### src/rtl/out_trace_buffer.sv
// Change-only trace FIFO for a core output bus; entries are {timestamp, sample}.
// Define OUT_TRACE_TS_EN to build the timestamp counter and per-entry TS storage.
module out_trace_buffer #(
    parameter int unsigned DATA_W = 10,
    parameter int unsigned DEPTH  = 16,
    parameter int unsigned TS_W   = 16
) (
    input  logic                     CLK,
    input  logic                     reset_n,
    input  logic [DATA_W-1:0]        sample_in,
    input  logic                     sample_en,
    input  logic                     clr_ovf,
    input  logic                     rd_ready,
    output logic                     rd_valid,
    output logic [DATA_W-1:0]        rd_data,
    output logic [TS_W-1:0]          rd_ts,
    output logic [$clog2(DEPTH):0]   count,
    output logic                     overflow
);

    localparam int unsigned AW = $clog2(DEPTH);
    localparam int unsigned CW = AW + 1;

    logic [AW-1:0]     head_q, head_d;
    logic [AW-1:0]     tail_q, tail_d;
    logic [CW-1:0]     count_q, count_d;
    logic              ovf_q, ovf_d;
    logic [DATA_W-1:0] last_q, last_d;
    logic              arm_q, arm_d;
    logic [DATA_W-1:0] mem_data [DEPTH];

    logic push, pop, full, wr_en, drop;

    always_comb begin
        full  = (count_q == CW'(DEPTH));
        push  = sample_en && (arm_q || (sample_in != last_q));
        pop   = (count_q != '0) && rd_ready;
        // A full FIFO still accepts a push when the head leaves in the same cycle.
        wr_en = push && (!full || pop);
        drop  = push && full && !pop;
    end

    always_comb begin
        head_d  = head_q;
        tail_d  = tail_q;
        count_d = count_q;
        ovf_d   = ovf_q;
        last_d  = last_q;
        arm_d   = arm_q;
        if (pop) begin
            head_d = head_q + AW'(1);
        end
        if (wr_en) begin
            tail_d = tail_q + AW'(1);
            last_d = sample_in;
            arm_d  = 1'b0;
        end else if (!sample_en) begin
            arm_d = 1'b1;
        end
        if (wr_en && !pop) begin
            count_d = count_q + CW'(1);
        end else if (pop && !wr_en) begin
            count_d = count_q - CW'(1);
        end
        if (drop) begin
            ovf_d = 1'b1;
        end else if (clr_ovf) begin
            ovf_d = 1'b0;
        end
    end

    always_ff @(posedge CLK or negedge reset_n) begin
        if (!reset_n) begin
            head_q  <= '0;
            tail_q  <= '0;
            count_q <= '0;
            ovf_q   <= 1'b0;
            last_q  <= '0;
            arm_q   <= 1'b1;
        end else begin
            head_q  <= head_d;
            tail_q  <= tail_d;
            count_q <= count_d;
            ovf_q   <= ovf_d;
            last_q  <= last_d;
            arm_q   <= arm_d;
        end
    end

    always_ff @(posedge CLK) begin
        if (wr_en) begin
            mem_data[tail_q] <= sample_in;
        end
    end

`ifdef OUT_TRACE_TS_EN
    logic [TS_W-1:0] ts_q;
    logic [TS_W-1:0] mem_ts [DEPTH];

    always_ff @(posedge CLK or negedge reset_n) begin
        if (!reset_n) begin
            ts_q <= '0;
        end else begin
            ts_q <= ts_q + TS_W'(1);
        end
    end

    always_ff @(posedge CLK) begin
        if (wr_en) begin
            mem_ts[tail_q] <= ts_q;
        end
    end

    assign rd_ts = mem_ts[head_q];
`else
    assign rd_ts = '0;
`endif

    assign rd_valid = (count_q != '0);
    assign rd_data  = mem_data[head_q];
    assign count    = count_q;
    assign overflow = ovf_q;

endmodule

### config.mk
export PLATFORM = sky130hd
export DESIGN_NAME = out_trace_buffer
export DESIGN_NICKNAME = d
export VERILOG_FILES = /design/src/rtl/out_trace_buffer.sv
export SDC_FILE = /design/constraint.sdc
export NUM_CORES = 1
export LEC_CHECK = 0
export BUFFER_PORTS_ARGS = -buffer_cell sky130_fd_sc_hd__buf_2
export CAP_MARGIN = 20
export CORE_MARGIN = 10
export CORE_UTILIZATION = 50
export DETAILED_ROUTE_END_ITERATION = 7
export PLACE_DENSITY = 0.68
export REMOVE_ABC_BUFFERS = 1
export SYNTH_ARGS = -nofsm -noshare
export SYNTH_HDL_FRONTEND = slang
export SYNTH_SLANG_ARGS = --single-unit
export TNS_END_PERCENT = 20
### constraint.sdc
create_clock -name CLK -period 4.05 [get_ports CLK]
set_input_delay 0.405 -clock CLK [delete_from_list [all_inputs] [get_ports CLK]]
set_output_delay 0.405 -clock CLK [all_outputs]
set_load 0.005 [all_outputs]
==> results.ini <==
[timing]
post-route-min-period_ns = 3.19
slew_violations = 0
fin_crit_sh = 0.788
setup_ws_ns = 0.860
hold_viol = 0
setup_tns_ns = 0
clock_skew_ns = 0.00591
slew-limit-headroom = 0.391
worst_slew_pin_slew_ns = 0.914
fmax_ghz = 0.314
final-setup-viol-count = 0
rsz0062_at_grt = false

[detailed_routing]
wl_per_cell_um = 24.3
firstDrtPassIters = 4
initialDrtViolationCount = 324
antenna_left = 0
viasPerCell = 5.64
num_vias = 3539
finalWirelength_um = 15200
drc = 0

[clocking]
htree_levels = 4
post_cts_buffers = 0
path_clk_slew_ns = 0.06
cts_tree = built
clock_latency_ns = 0.42
cts-root-buf = clkbuf_16
clock_path_buffers = 2
cts_resized = 0
cts.sink_count = 185
cts_inserted_buffers = 17

[global_routing]
grt_max_degree = 27
first_global_vias = 3806
grt_usage = 0.158
grt_overflow_total = 0
grt_antenna_before_repair = 0
grt_pass1_wl_um = 23300

[pwr]
power_frac_clock = 0.308
p_switching_mw = 1.63
ir_drop_uv = 356
intPower_mw = 4.32
swShare = 0.274
power.leakage_nw = 2.98
power.density_mw_per_mm2 = 689
seq_power_share = 0.433
p_comb_frac = 0.259

[yosys]
yosys_warnings = 0
synth_enable_flop_cells = 160
yosysUniqueCellTypes = 36
synth-async-reset-ratio = 0.135
syn-cell-area_mm2 = 0.00754
synth_ff_type = edfxtp_1
synth_seq_cells = 185
syn_area_per_cell_um2 = 20.0
syn_inst = 377
synth_common_cells = edfxtp_1, mux4_2, dfrtp_1, buf_4, nand2_1
netlist.area_leader.share = 0.637
synthTopCellsByArea = edfxtp_1, mux4_2, dfrtp_1
post-synth-top-area-cell = edfxtp_1
seq_area_frac_synth = 0.720
synth.most_common_cell = edfxtp_1

[worst_setup_path]
reg2reg_setup_slack_ns = 0.86
cp_common_cell = inv_1
critPathMaxFanout = 5
worstPathArrival_ns = 3.50
path_class = reg -> reg
worstPathCellList = or4_4, or2_2, and2_1, inv_1, ha_1, inv_1, fa_1, a21o_1, a21oi_1, xnor2_1, nor2_1, xor2_1
cp_slowest_cell = or4_4
slowest_delay_ns = 0.57
critPathCaptureType = register
required_ns = 4.36
crit_path_start_kind = register

[finish]
antenna_cells = 0
fin_nets = 456
fin_area_mm2 = 0.00863
drive_above_1_share = 0.352
syn2layout_area_growth_pct = 14.5
seqCellArea_mm2 = 0.00543
multiInputGateArea_mm2 = 0.00197
fillers = 1069

[floorplanning]
die_h_um = 143
core_area_mm2 = 0.0146
row_count = 44
dieArea_mm2 = 0.0204
initial_core_util = 0.515
io_pins = 48
fp.dieW_um = 143

[job]
drv_cap = 0

[placement]
placed_cell_area_mm2 = 0.00797
dpl.hpwl_um = 9370
numPortBuffers = 31
dp_worst_setup_slack_ns = 0.796
place_congestion = 0.737

[outcome]
outcome = complete, no violations

[min_path]
hp-class = in -> reg

logic make-up (layout without fill, tap and decap cells):
logic type                 after synthesis  count (layout)  share of synthesized area
AOI/OAI and AO/OA                        7               7                    0.00564
xor gates and xnor gates                21              21                     0.0244
adders and majority gates               10              10                     0.0176
buffers and inverters                   38              89                     0.0279
DFF                                    185             185                      0.720
muxes                                   62              62                      0.167
other                                    1              16                   0.000497
and+or+nand+nor                         53              53                     0.0362
layer usage:
| metal | global-route usage | wire [um] |
|---|---|---|
| met5 | 0 | 0 |
| met4 | 0.0570 | 253 |
| met3 | 0.0388 | 1390 |
| met2 | 0.249 | 7420 |
| met1 | 0.211 | 6160 |
path summary, 6_finish.rpt:
path,from,endpoint,cells after the start
min reg2reg,arm_q,arm_q,2
min,clr_ovf,overflow,2
min in group asynchronous,reset_n,last_q[8],2
max,count[1],count[4],12
max reg2reg,count[1],count[4],12
max in group asynchronous,reset_n,head_q[1],2
power by group through the flow:
stage	combinational, mW	clock [mW]	sequential (mW)
2_1_floorplan	0.986	0	2.63
3_3_place_gp	1.56	0	2.60
3_5_place_dp	1.57	0	2.62
4_1_cts	1.58	1.85	2.58
5_1_grt	1.70	1.93	2.61
6_report	1.54	1.84	2.57
placed cells by master (no fill, tap or decap), types with 3 or more instances in the layout:
cell,synthesis,routed
edfxtp_1,160,160
mux4_2,50,50
buf_2,6,31
dfrtp_1,24,22
buf_4,16,20
clkbuf_16,0,17
conb_1,1,16
nand2_1,14,14
nor2_1,13,13
xor2_1,12,12
mux2_2,12,12
xnor2_1,9,9
ha_1,9,9
nand3_1,7,7
inv_1,6,6
bufinv_16,0,6
nor3_2,0,4
clkinvlp_4,0,4
clkinv_2,0,3
worst max-delay path: cells and delay by family, from the launching register on:
kind / cells / cell delay, ns
and+or+nand+nor: 4 / 1.14
adders and majority gates: 2 / 0.62
DFF: 1 / 0.44
AOI/OAI and AO/OA: 2 / 0.34
xor gates and xnor gates: 2 / 0.27
buffers and inverters: 2 / 0.26
area by class of cell:
| type | count | area share |
|---|---|---|
| sequential | 185 | 0.630 |
| tap | 184 | 0.0267 |
| timing repair buffer | 52 | 0.0365 |
| clock inverter | 14 | 0.0265 |
| inverter | 6 | 0.00261 |
| clock buffer | 17 | 0.0493 |
| multi-input combinational | 169 | 0.229 |
registers in the layout, summed over array words and instances (netlist names):
register,flops
head_q,4
mem_data,160
tail_q,4
arm_q,1
last_q,10
count,5
overflow,1
metrics by stage:
stage                     cells  hold slack (ns)   util  power, mW
after floorplan             360            0.109      -       3.62
after global placement      595            0.425  0.544       4.16
after detailed placement    595            0.435  0.544       4.20
after CTS                   627            0.155  0.589       6.01
after global routing        627            0.169  0.589       6.25
final                       627            0.169  0.589       5.95
timing repair:
action                                 CTS  global route
endpoints found under the hold margin   24             0
hold buffers                             1             0
setup endpoints to repair                0             0
Note: power is estimated with default switching activity, not from simulation.
